--- src/rtl/com_to_fifo.sv ---
// com_to_fifo: UART 8N1 receiver that frames bytes into CRC-8 protected packets
// and pushes the data bytes into the shared FIFO via the fifoWe/isFifoBusy handshake.
module com_to_fifo #(
    parameter int unsigned CLKS_PER_BIT = 8,
    parameter int unsigned PKT_LEN      = 4
) (
    input  logic       clk,
    input  logic       reset,
    input  logic       enable,
    input  logic       rx,
    input  logic       isFifoBusy,
    input  logic       isFifoFull,
    output logic [7:0] fifoDataIn,
    output logic       fifoWe,
    output logic [7:0] CRC,
    output logic [7:0] byteCount,
    output logic       packetDone,
    output logic       crcError,
    output logic       frameError,
    output logic       overrunError
);

    localparam int unsigned CNT_W = (CLKS_PER_BIT > 2) ? $clog2(CLKS_PER_BIT) : 1;
    localparam logic [CNT_W-1:0] HALF_LAST = CNT_W'(CLKS_PER_BIT / 2 - 1);
    localparam logic [CNT_W-1:0] BIT_LAST  = CNT_W'(CLKS_PER_BIT - 1);
    localparam logic [7:0]       PKT_LEN_B = 8'(PKT_LEN);

    typedef enum logic [2:0] {
        IDLE  = 3'd0,
        START = 3'd1,
        DATA  = 3'd2,
        STOP  = 3'd3,
        BREAK = 3'd4
    } state_t;

    state_t           state;
    logic [CNT_W-1:0] cnt;
    logic [2:0]       bit_idx;
    logic [7:0]       shreg;
    logic             rx_meta;
    logic             rxs;
    logic [7:0]       crc;
    logic [7:0]       hold;
    logic             hold_valid;
    logic             byte_done_c;

    // One CRC-8 step over a whole byte: poly 0x07, MSB first, no reflection.
    function automatic logic [7:0] crc8_byte(input logic [7:0] crc_in, input logic [7:0] data);
        logic [7:0] c;
        c = crc_in ^ data;
        for (int i = 0; i < 8; i++) begin
            c = c[7] ? ((c << 1) ^ 8'h07) : (c << 1);
        end
        return c;
    endfunction

    // Two-flop synchroniser for the asynchronous serial line, idling high.
    always_ff @(posedge clk or posedge reset) begin
        if (reset) begin
            rx_meta <= 1'b1;
            rxs     <= 1'b1;
        end else begin
            rx_meta <= rx;
            rxs     <= rx_meta;
        end
    end

    // A good stop bit is being sampled this cycle: shreg holds the finished byte.
    assign byte_done_c = enable && (state == STOP) && (cnt == BIT_LAST) && rxs;

    // Receive FSM: start detection, mid-bit sampling, stop check and break wait.
    always_ff @(posedge clk or posedge reset) begin
        if (reset) begin
            state      <= IDLE;
            cnt        <= '0;
            bit_idx    <= '0;
            shreg      <= '0;
            frameError <= 1'b0;
        end else begin
            frameError <= 1'b0;
            if (!enable) begin
                state <= IDLE;
                cnt   <= '0;
            end else begin
                case (state)
                    IDLE: begin
                        if (!rxs) begin
                            state   <= START;
                            cnt     <= '0;
                            bit_idx <= '0;
                        end
                    end
                    START: begin
                        if (cnt == HALF_LAST) begin
                            cnt   <= '0;
                            state <= rxs ? IDLE : DATA;
                        end else begin
                            cnt <= cnt + CNT_W'(1);
                        end
                    end
                    DATA: begin
                        if (cnt == BIT_LAST) begin
                            cnt     <= '0;
                            shreg   <= {rxs, shreg[7:1]};
                            bit_idx <= bit_idx + 3'd1;
                            if (bit_idx == 3'd7) begin
                                state <= STOP;
                            end
                        end else begin
                            cnt <= cnt + CNT_W'(1);
                        end
                    end
                    STOP: begin
                        if (cnt == BIT_LAST) begin
                            cnt <= '0;
                            if (rxs) begin
                                state <= IDLE;
                            end else begin
                                frameError <= 1'b1;
                                state      <= BREAK;
                            end
                        end else begin
                            cnt <= cnt + CNT_W'(1);
                        end
                    end
                    BREAK: begin
                        if (rxs) begin
                            state <= IDLE;
                        end
                    end
                    default: state <= IDLE;
                endcase
            end
        end
    end

    // Packet framing, CRC tracking, hold register and FIFO write handshake.
    always_ff @(posedge clk or posedge reset) begin
        if (reset) begin
            fifoDataIn   <= '0;
            fifoWe       <= 1'b0;
            CRC          <= '0;
            byteCount    <= '0;
            packetDone   <= 1'b0;
            crcError     <= 1'b0;
            overrunError <= 1'b0;
            crc          <= '0;
            hold         <= '0;
            hold_valid   <= 1'b0;
        end else begin
            fifoWe       <= 1'b0;
            packetDone   <= 1'b0;
            overrunError <= 1'b0;

            if (hold_valid && !isFifoBusy && !isFifoFull) begin
                fifoWe     <= 1'b1;
                fifoDataIn <= hold;
                hold_valid <= 1'b0;
            end

            if (byte_done_c) begin
                if (byteCount < PKT_LEN_B) begin
                    // Dropped bytes still advance the CRC and count to keep framing aligned.
                    crc       <= crc8_byte(crc, shreg);
                    byteCount <= byteCount + 8'd1;
                    if (isFifoFull || hold_valid) begin
                        overrunError <= 1'b1;
                    end else begin
                        hold       <= shreg;
                        hold_valid <= 1'b1;
                    end
                end else begin
                    CRC        <= shreg;
                    crcError   <= (shreg != crc);
                    packetDone <= 1'b1;
                    crc        <= '0;
                    byteCount  <= '0;
                end
            end
        end
    end

endmodule

--- config.mk ---
export PLATFORM = sky130hd
export DESIGN_NAME = com_to_fifo
export DESIGN_NICKNAME = d
export VERILOG_FILES = /design/src/rtl/com_to_fifo.sv
export SDC_FILE = /design/constraint.sdc
export NUM_CORES = 1
export LEC_CHECK = 0
export CORE_MARGIN = 4
export CORE_UTILIZATION = 53
export DETAILED_ROUTE_END_ITERATION = 6
export GPL_TIMING_DRIVEN = 0
export PLACE_DENSITY = 0.76
export SYNTH_ARGS = -nofsm -noshare
export SYNTH_HDL_FRONTEND = slang
export SYNTH_SLANG_ARGS = --single-unit
--- constraint.sdc ---
create_clock -name clk -period 2.25 [get_ports clk]
set_input_delay 0.225 -clock clk [delete_from_list [all_inputs] [get_ports clk]]
set_output_delay 0.225 -clock clk [all_outputs]
set_load 0.005 [all_outputs]
# After elaboration in Yosys (flattened, before gate mapping)
# Index checks and enable logic that the tools add are counted.
# op_classes
order_cmp,1
mux,41
n_reduce_logical,17
eq_ne,17
bitwise,11
addsub,3
# op_table
operator,n
two-way mux 3 bit,21
inverter 3 bit,8
two-way mux 8 bit,2
inequality test 3 bit (second input constant),5
one-hot mux 3 bit (5 select lines),1
two-way mux 1 bit,14
equality test 3 x 2 -> 1 bit (second input constant),3
equality test 3 bit (second input constant),3
one-hot mux 3 bit (3 select lines),1
adder 8 x 1 -> 8 bit (second input constant),1
< comparator 8 x 3 -> 1 bit (second input constant),1
inequality test 8 bit,1
XOR 8 bit,1
adder 3 x 1 -> 3 bit (second input constant),2
one-hot mux 3 bit (2 select lines),1
AND reduction 3 bit,2
AND reduction 6 bit,1
logical AND 1 bit,5
inequality test 2 bit (second input constant),2
inequality test 4 x 2 -> 1 bit (second input constant),1
AND reduction 2 bit,2
AND reduction 4 bit,1
equality test 3 x 1 -> 1 bit (second input constant),1
logical NOT 3 bit,1
other kinds (7),9
# word_totals
register_bits,65
in_bits,6
output_inout_bits,29
wordCells,107

# Logic depth before layout (Yosys ltp)
# Gate-level depths: netlist (run 1).
# depth
word_depth,18
mapped_depth,7
ltp_nobuf,6

# Worst setup path before layout (run 1)
# OpenSTA, ideal clock, no wires.
# synth_timing
kind,flip-flop to flip-flop
from,reg cnt[0]
to,reg CRC[0]
arrival_ns,1.791
slack_ns,0.334
n_path_buf,2
setup_time_ns,0.125
synth_period_minus_slack_ns,1.916
path_stages_with_launch,8
cell_sequence,dfrtp_1 -> ha_1 -> nand3_2 -> or3_1 -> buf_2 -> nor2_4 -> buf_6 -> mux2_4
# synth_between
elab_chain_cells,4
# synth_lines
item,line_no,source
start: declaration,37,logic [CNT_W-1:0] cnt;
start signal: assignment,98,cnt <= cnt + CNT_W'(1);
start signal: assignment,110,cnt <= cnt + CNT_W'(1);
start signal: assignment,123,cnt <= cnt + CNT_W'(1);
equality test 3 bit,69,assign byte_done_c = enable && (state == STOP) && (cnt == BIT_LAST) && rxs;
logical AND 1 bit (2 in a row),69,
AND reduction 2 bit (no source line),-,
end signal: assignment,173,CRC <= shreg;
end: declaration,15,"output logic [7:0] CRC,"
# No other way between the ends.
# A chain may end at the register's enable or synchronous reset.

# Worst setup path after layout (run 1)
# layout_timing
from,reg cnt[0]
to,reg CRC[4]
# The elaborated chain is that of the path after synthesis.

==> results.sh, run 1 <==
export IMPL_fin_skew_ps=12.5
export IMPL_synth_distinct_cells=45
export IMPL_vias=1896
export IMPL_max_freq_mhz=470
export IMPL_drive_above_1_share_pct=24.4
export IMPL_final_cells=355
export IMPL_grt_pass1_vias=1930
export IMPL_worst_setup_path_end_kind="flip-flop"
export IMPL_cap_violations=0
export IMPL_use_met2_pct=26.6
export IMPL_overflow=0
export IMPL_grt_max_degree=36
export IMPL_cts_resized=0
export IMPL_power_leakage_uw=0.00173
export IMPL_die_h_microns=83.1
export IMPL_critPathKind="flip-flop to flip-flop"
export IMPL_fin_crit_ps=2130
export IMPL_drt_iter0_markers=82
export IMPL_drtPass1Iterations=4
export IMPL_area_growth_pct=23.6
export IMPL_synth_edf_count=0
export IMPL_cts_tree="yes"
export IMPL_start_kind="flip-flop"
export IMPL_required_ps=2480
export IMPL_diodes=0
export IMPL_track_usage_pct=17.7
export IMPL_worst_slew_pin_slew_ps=667
export IMPL_outcome="finished clean"
export IMPL_rsz0062_at_grt="false"
export IMPL_ys_seq_area_share_pct=54.5
export IMPL_place_gp_congestion=0.785
export IMPL_busiest_layer="met2"
export IMPL_postCtsHoldBufs=0
export IMPL_ios=35
export IMPL_cts_setup_buffers=0
export IMPL_postSynthAreaPerCell_sq_um=12.9
export IMPL_finalCritPeriodShare_pct=94.5
export IMPL_async_flop_share_pct=100
export IMPL_portBuffers=34
export IMPL_h_tree_depth=3
export IMPL_initial_utilization_pct=54.6
export IMPL_min_path_type="primary input to async pin"
export IMPL_avgViaCountPerCell=5.34
export IMPL_final_util_pct=67.5
export IMPL_synth_warnings=0
export IMPL_routed_wirelength_microns=5490
export IMPL_drc=0
export IMPL_slew_headroom_pct=55.5
export IMPL_cellPowerDensity_nw_per_um2=673
export IMPL_ys_flop_type="dfrtp_1"
export IMPL_irDropWorstVdd_mv=0.426
export IMPL_r2r_cells=7
export IMPL_coreArea_sq_um=5470
export IMPL_antenna_found_initial=0
export IMPL_final_common_cell="dfrtp_1"
export IMPL_maxSlewViolCount=0
export IMPL_numClockSinks=65
export IMPL_cts_buffer_depth=2
export IMPL_met1_usage_pct=24.2
export IMPL_cts_made_buffers=9
export IMPL_rows=27
export IMPL_finalHoldViolCount=0
export IMPL_fin_hold_ws_ps=291
export IMPL_routedWlPerCell_microns=15.5
export IMPL_grt_pass1_wl_microns=9620
export IMPL_netlist_area_sq_um=2990
export IMPL_mostFrequentLayoutCells="dfrtp_1, clkdlybuf4s50_1, mux2_2"
export IMPL_cts_root_buf="clkbuf_8"
export IMPL_hpwl_microns=3700
export IMPL_ant_nets=0
export IMPL_dieArea_sq_um=6910
export IMPL_met3_usage_pct=3.97
export IMPL_nets=293
export IMPL_worstPathArrival_ps=2360
export IMPL_worstSkewPairLatency_ps=350
export IMPL_die_w_microns=83.1
export IMPL_fillCellCount=408
export IMPL_placed_cells=339
export IMPL_path_clk_slew_ps=80
export IMPL_syn_nets=247
export IMPL_synthCells=232
export IMPL_path_max_fanout=10
export IMPL_synth_seq_cells=65
export IMPL_setup_violations=0
[worst paths after layout]
kind	endpoint	startpoint	slack [ps]
worst max-delay path	CRC[4]$_DFFE_PP0P_	cnt[0]$_DFFE_PP0P_	120
worst min-delay path	cnt[1]$_DFFE_PP0P_	reset	290
worst max register to register	CRC[4]$_DFFE_PP0P_	cnt[0]$_DFFE_PP0P_	120
worst min register to register	rxs$_DFF_PP1_	rx_meta$_DFF_PP1_	350
max in group asynchronous	fifoDataIn[0]$_DFFE_PP0P_	reset	1350
min in group clk	rx_meta$_DFF_PP1_	rx	290
[worst max-delay path, stage by stage (launching register included)]
cell,delay [ps]
dfrtp_1,400
ha_2,260
nand3_2,130
or3_1,400
buf_2,180
nor2_4,150
buf_6,190
mux2_4,310
[synth_stat cells (2+ instances only)]
cell type,n,share of area (%)
or3_1,2,0.42
clkbuf_1,2,0.25
nor3_1,5,0.84
nand2_1,17,2.1
xnor2_1,14,4.1
mux2_4,6,3.0
inv_1,5,0.63
a211o_1,2,0.59
a31oi_1,4,0.84
and2_1,3,0.63
dfstp_2,2,1.8
a22o_1,4,1.2
mux2_2,27,10
nor2b_1,2,0.42
mux2i_1,2,0.67
o21ai_0,10,1.7
nor3b_1,3,0.75
ha_1,9,3.8
a21oi_1,6,1.0
dfrtp_1,63,53
xor2_1,5,1.5
a21boi_0,2,0.50
xor3_1,2,1.6
buf_2,2,0.33
nor2_1,13,1.6
[cell families (layout without fill, tap and decap cells)]
family / after synthesis / after routing / synth area share, %
XOR/XNOR: 22 / 22 / 7.91
AND/OR/NAND/NOR: 58 / 58 / 11.4
flip-flops: 65 / 65 / 54.5
multiplexers: 35 / 35 / 13.9
buffers and inverters: 12 / 63 / 2.01
AO/OA/AOI/OAI: 31 / 31 / 6.57
adder cells (fa/ha/maj): 9 / 9 / 3.77
[power by group]
part | internal, uW | leakage (uW) | switching [uW]
combinational | 27.7 | 0.000706 | 48.7
clock | 747 | 0.000124 | 483
sequential | 1180 | 0.000899 | 5.35
total | 1950 | 0.00173 | 537
[routing by layer]
layer,wire [microns],vias to the layer above
met4,132,0
met2,2530,44
met1,2640,933
li1,-,905
met5,0,-
met3,193,14
[cell type report]
| class | instances | area, sq um | area share [%] |
|---|---|---|---|
| clock buffer | 9 | 124 | 3.35 |
| inverter | 5 | 18.8 | 0.508 |
| clock inverter | 7 | 125 | 3.39 |
| buffer | 7 | 41.3 | 1.12 |
| tap | 72 | 90.1 | 2.44 |
| timing repair buffer | 35 | 360 | 9.75 |
| multi-input combinational | 155 | 1310 | 35.4 |
| sequential | 65 | 1630 | 44.1 |
[state kept, by name, summed over array words and instances, names as in the netlist, 8 cells and up]
signal	cells
fifoDataIn	8
hold	8
crc	8
CRC	8
byteCount	8
shreg	8
[stage by stage]
step | worst slack, ps | TNS (ps) | power, uW | cell area (sq um)
after floorplan | 334 | 0 | 1250 | 2990
after global placement | -686 | -43570 | 1280 | 3420
after detailed placement | -53.0 | -349 | 1280 | 3440
after CTS | 56.6 | 0 | 2510 | 3690
after global routing | 17.4 | 0 | 2580 | 3700
final | 125 | 0 | 2490 | 3700
No activity file was read; power rests on OpenSTA's default activity.
==> run 2: changes to the inputs <==
--- a/config.mk
+++ b/config.mk
@@ -5,11 +5,13 @@
 export SDC_FILE = /design/constraint.sdc
 export NUM_CORES = 1
 export LEC_CHECK = 0
+export CELL_PAD_IN_SITES_DETAIL_PLACEMENT = 1
+export CELL_PAD_IN_SITES_GLOBAL_PLACEMENT = 1
 export CORE_MARGIN = 4
-export CORE_UTILIZATION = 53
+export CORE_UTILIZATION = 45
 export DETAILED_ROUTE_END_ITERATION = 6
 export GPL_TIMING_DRIVEN = 0
-export PLACE_DENSITY = 0.76
+export PLACE_DENSITY_LB_ADDON = 0.1
 export SYNTH_ARGS = -nofsm -noshare
 export SYNTH_HDL_FRONTEND = slang
 export SYNTH_SLANG_ARGS = --single-unit
==> constraint.sdc (replaced) <==
create_clock -name clk -period 2 [get_ports clk]
set_input_delay 0.2 -clock clk [delete_from_list [all_inputs] [get_ports clk]]
set_output_delay 0.2 -clock clk [all_outputs]
set_load 0.005 [all_outputs]
==> results.sh, run 2 (same netlist as run 1, synthesis figures left out) <==
export IMPL_path_max_fanout=10
export IMPL_nets=297
export IMPL_pre_cts_slack_ps=-348
export IMPL_seq_power_share_pct=55.3
export IMPL_fin_skew_ps=11.2
export IMPL_max_freq_mhz=514
export IMPL_ios=35
export IMPL_intPower_uw=1800
export IMPL_drtPass1Iterations=4
export IMPL_min_path_type="primary input to async pin"
export IMPL_start_kind="flip-flop"
export IMPL_cts_buffer_depth=2
export IMPL_switching_share_pct=25.0
export IMPL_place_gp_congestion=0.754
export IMPL_rows=29
export IMPL_antenna_found_initial=0
export IMPL_drc=0
export IMPL_p_switching_uw=600
export IMPL_routedWlPerCell_microns=16.8
export IMPL_finalCritPeriodShare_pct=97.4
export IMPL_worstPathArrival_ps=2180
export IMPL_postCtsHoldBufs=0
export IMPL_area_growth_pct=23.8
export IMPL_worst_setup_path_end_kind="flip-flop"
export IMPL_grt_pass1_vias=2007
export IMPL_cts_tree="yes"
export IMPL_fin_ws_ps=52.7
export IMPL_path_clk_slew_ps=80
export IMPL_outcome="finished clean"
export IMPL_maxSlewViolCount=0
export IMPL_routed_wirelength_microns=6120
export IMPL_ant_nets=0
export IMPL_numClockSinks=65
export IMPL_coreArea_sq_um=6390
export IMPL_h_tree_depth=3
export IMPL_rsz0062_at_grt="true"
export IMPL_irDropWorstVdd_mv=0.311
export IMPL_cap_violations=0
export IMPL_grt_pass1_wl_microns=10200
export IMPL_finalHoldViolCount=0
export IMPL_cts_made_buffers=9
export IMPL_die_w_microns=89.5
export IMPL_required_ps=2230
export IMPL_portBuffers=34
export IMPL_mostFrequentLayoutCells="dfrtp_1, clkdlybuf4s50_1, mux2_2"
export IMPL_cellPowerDensity_nw_per_um2=650
export IMPL_worst_slew_pin_slew_ps=572
export IMPL_hpwl_microns=4240
export IMPL_drt_iter0_markers=55
export IMPL_overflow=0
export IMPL_power_leakage_uw=0.00172
export IMPL_fin_crit_ps=1950
export IMPL_clkPwrFrac_pct=40.8
export IMPL_initial_utilization_pct=46.8
export IMPL_diodes=0
export IMPL_setup_violations=0
export IMPL_comb_power_share_pct=3.9
export IMPL_dieArea_sq_um=8010
export IMPL_slew_headroom_pct=61.6
export IMPL_track_usage_pct=17.1
export IMPL_vias=1924
export IMPL_die_h_microns=89.5
export IMPL_critPathKind="flip-flop to flip-flop"
export IMPL_worstSkewPairLatency_ps=350
export IMPL_avgViaCountPerCell=5.29
export IMPL_grt_max_degree=40
export IMPL_drive_above_1_share_pct=26.1
export IMPL_cts_root_buf="clkbuf_8"
export IMPL_final_common_cell="dfrtp_1"
export IMPL_fin_tns_setup_ps=0
export IMPL_fin_hold_ws_ps=240
[run 2: cell count changes in the layout (fill, tap and decap cells not counted), moves of 2 or more]
cell        change
buf_4           +3
bufinv_16       -3
clkinv_2        +3
buf_12          +2
clkinvlp_4      +2
inv_6           -2
[run 2: layout make-up]
cell class                      count  area (sq um)
Fill cell                         665          2690
Clock inverter                      7          47.5
Multi-Input combinational cell    155          1330
Tap cell                           77          96.3
Buffer                              7          50.0
Sequential cell                    65          1630
Clock buffer                        9           124
Timing Repair Buffer               39           403
Inverter                            5          18.8
[run 2: per-layer routing]
layer  track usage [%]  vias up  routed length, microns
li1                  -      914                       -
met3              3.59        9                     177
met1              24.2      969                    2940
met5                 0        -                       0
met2              25.7       32                    2930
met4              6.90        0                      67
[run 2: timing repair]
action                     CTS  global route
setup endpoints to repair   26            16
pin swaps                    0             2
setup buffers                2             2
resized for setup            5             3
[run 2: worst paths after layout]
check                                  start                        end  slack, ps  depth (start not counted)
max                            rxs$_DFF_PP1_         CRC[1]$_DFFE_PP0P_         50                          6
min                                    reset  fifoDataIn[2]$_DFFE_PP0P_        240                          2
max reg2reg                    rxs$_DFF_PP1_         CRC[1]$_DFFE_PP0P_         50                          6
min reg2reg                rx_meta$_DFF_PP1_              rxs$_DFF_PP1_        360                          0
max in group asynchronous              reset          rx_meta$_DFF_PP1_       1080                          3
min in group clk                          rx          rx_meta$_DFF_PP1_        270                          1
[run 2: per-stage QoR]
step	total power (uW)	instance area [sq um]	instances	utilization, %
2_1_floorplan	1410	2990	232	-
3_3_place_gp	1440	3430	343	53.6
3_5_place_dp	1440	3450	344	54.0
4_1_cts	2430	3650	362	57.2
5_1_grt	2500	3700	364	57.9
6_report	2400	3700	364	57.9
[run 2: worst max-delay path, stage by stage (launching register included)]
cell and delay, ps:
dfstp_2 580, nand2_1 120, or3_1 360, buf_2 170
nor2_4 140, buf_12 160, mux2_4 300
[run 2: power groups by stage]
stage               combinational (uW)  clock, uW  sequential (uW)
detailed placement                88.7          0             1350
global placement                  83.4          0             1350
global route                       108       1060             1330
floorplan                         57.0          0             1350
finish                            93.4        982             1330
CTS                               94.8       1010             1330
==> run 3: changes to the inputs <==
--- a/config.mk
+++ b/config.mk
@@ -12,6 +12,7 @@
 export DETAILED_ROUTE_END_ITERATION = 6
 export GPL_TIMING_DRIVEN = 0
 export PLACE_DENSITY_LB_ADDON = 0.1
+export SETUP_SLACK_MARGIN = 0.5
 export SYNTH_ARGS = -nofsm -noshare
 export SYNTH_HDL_FRONTEND = slang
 export SYNTH_SLANG_ARGS = --single-unit
==> results.sh, run 3 (same netlist as run 1, synthesis figures left out) <==
export IMPL_outcome="finished clean"
export IMPL_rows=29
export IMPL_max_freq_mhz=535
export IMPL_setup_violations=0
export IMPL_routedWlPerCell_microns=21.3
export IMPL_worstSkewPairLatency_ps=350
export IMPL_path_clk_slew_ps=70
export IMPL_postCtsHoldBufs=0
export IMPL_reg2reg_slack_ps=130
export IMPL_drc=0
export IMPL_fin_ws_ps=130
export IMPL_finalCritPeriodShare_pct=93.5
export IMPL_nets=326
export IMPL_portBuffers=34
export IMPL_h_tree_depth=3
export IMPL_cp_num_buf_inv=1
export IMPL_vias=2172
export IMPL_maxSlewViolCount=0
export IMPL_max_stage_delay_ps=560
export IMPL_critPathKind="flip-flop to flip-flop"
export IMPL_start_kind="flip-flop"
export IMPL_drtPass1Iterations=4
export IMPL_crit_chain="or4_4, nor3_4, buf_6, nand3_4, mux2_4"
export IMPL_routed_wirelength_microns=8360
export IMPL_worst_setup_path_end_kind="flip-flop"
export IMPL_finalHoldViolCount=0
export IMPL_fin_skew_ps=7.50
export IMPL_cts_tree="yes"
export IMPL_track_usage_pct=20.2
export IMPL_pre_cts_slack_ps=-412
export IMPL_cts_root_buf="clkbuf_8"
export IMPL_area_growth_pct=41.9
export IMPL_die_h_microns=89.5
export IMPL_drive_above_1_share_pct=43.4
export IMPL_grt_pass1_vias=2304
export IMPL_coreArea_sq_um=6390
export IMPL_r2r_end="hold[0]$_DFFE_PP0P_"
export IMPL_rsz0062_at_grt="true"
export IMPL_whs_endpoint="rx_meta$_DFF_PP1_"
export IMPL_min_delay_start="rx"
export IMPL_min_path_cells=1
export IMPL_ant_nets=0
export IMPL_cellPowerDensity_nw_per_um2=578
export IMPL_hpwl_microns=4310
export IMPL_initial_utilization_pct=46.8
export IMPL_diodes=0
export IMPL_numClockSinks=65
export IMPL_crit_family="simple AND/OR/NAND/NOR gates"
export IMPL_placed_cells=344
export IMPL_fin_crit_ps=1870
export IMPL_ios=35
export IMPL_required_ps=2230
export IMPL_worst_slew_pin_slew_ps=636
export IMPL_worstPathArrival_ps=2110
export IMPL_grt_max_degree=39
export IMPL_die_w_microns=89.5
export IMPL_min_path_type="primary input to flip-flop"
export IMPL_drt_iter0_markers=72
export IMPL_r2r_cells=5
export IMPL_slowest_stage="or4_4"
export IMPL_overflow=0
export IMPL_cts_made_buffers=9
export IMPL_place_gp_congestion=0.723
export IMPL_antenna_found_initial=0
export IMPL_grt_pass1_wl_microns=11900
export IMPL_r2r_start="byteCount[5]$_DFFE_PP0P_"
export IMPL_dieArea_sq_um=8010
export IMPL_power_leakage_uw=0.00207
export IMPL_path_max_fanout=5
export IMPL_mostFrequentLayoutCells="dfrtp_1, clkdlybuf4s50_1, buf_4"
export IMPL_cap_violations=0
export IMPL_final_common_cell="dfrtp_1"
export IMPL_final_cells=393
export IMPL_irDropWorstVdd_mv=0.463
export IMPL_cts_buffer_depth=2
export IMPL_avgViaCountPerCell=5.53
export IMPL_finalPower_uw=2450
export IMPL_slew_headroom_pct=57.5
## run 3: how the worst max path moves through the flow
stage | to | from | slack, ps | cells after the start
6_report | hold[0]$_DFFE_PP0P_ | byteCount[5]$_DFFE_PP0P_ | 130 | 5
5_1_grt | crcError$_DFFE_PP0P_ | byteCount[5]$_DFFE_PP0P_ | 50 | 7
4_1_cts | hold[0]$_DFFE_PP0P_ | byteCount[4]$_DFFE_PP0P_ | 110 | 5
3_5_place_dp | crc[1]$_DFFE_PP0P_ | enable | -410 | 5
3_3_place_gp | crc[7]$_DFFE_PP0P_ | enable | -390 | 5
2_1_floorplan | CRC[0]$_DFFE_PP0P_ | byteCount[4]$_DFFE_PP0P_ | 180 | 5
## run 3: metrics by stage
stage	area, sq um	TNS [ps]	hold WS (ps)	utilization [%]
floorplan	3080	0	204	-
global placement	3510	-6590	346	55.0
detailed placement	3530	-8010	349	55.3
CTS	3970	0	243	62.2
global route	4240	0	243	66.4
finish	4240	0	255	66.4
## run 3: per-layer routing
metal / GRT usage, % / up-vias / wire, microns
li1: - / 979 / -
met1: 24.2 / 1122 / 3400
met2: 34.9 / 48 / 4340
met3: 5.99 / 23 / 299
met4: 6.09 / 0 / 321
met5: 0 / - / 0
## run 3: layout make-up
class                           count  area, sq um
Clock inverter                      7         47.5
Sequential cell                    65         1630
Buffer                              7         90.1
Fill cell                         599         2150
Timing Repair Buffer               67          691
Tap cell                           77         96.3
Multi-Input combinational cell    156         1540
Inverter                            5         22.5
Clock buffer                        9          124
## run 3: repair_timing
action                     4_1_cts  5_1_grt
setup endpoints to repair       49       55
resized for setup               21       46
gates cloned                     2        0
pin swaps                        6       13
setup buffers                   19       12
## run 3: where the power goes
group          internal [uW]  switching (uW)  leakage [uW]
clock network            446             553     0.0000850
logic                   46.4            74.0       0.00109
registers               1320            7.22      0.000893
total                   1810             634       0.00207
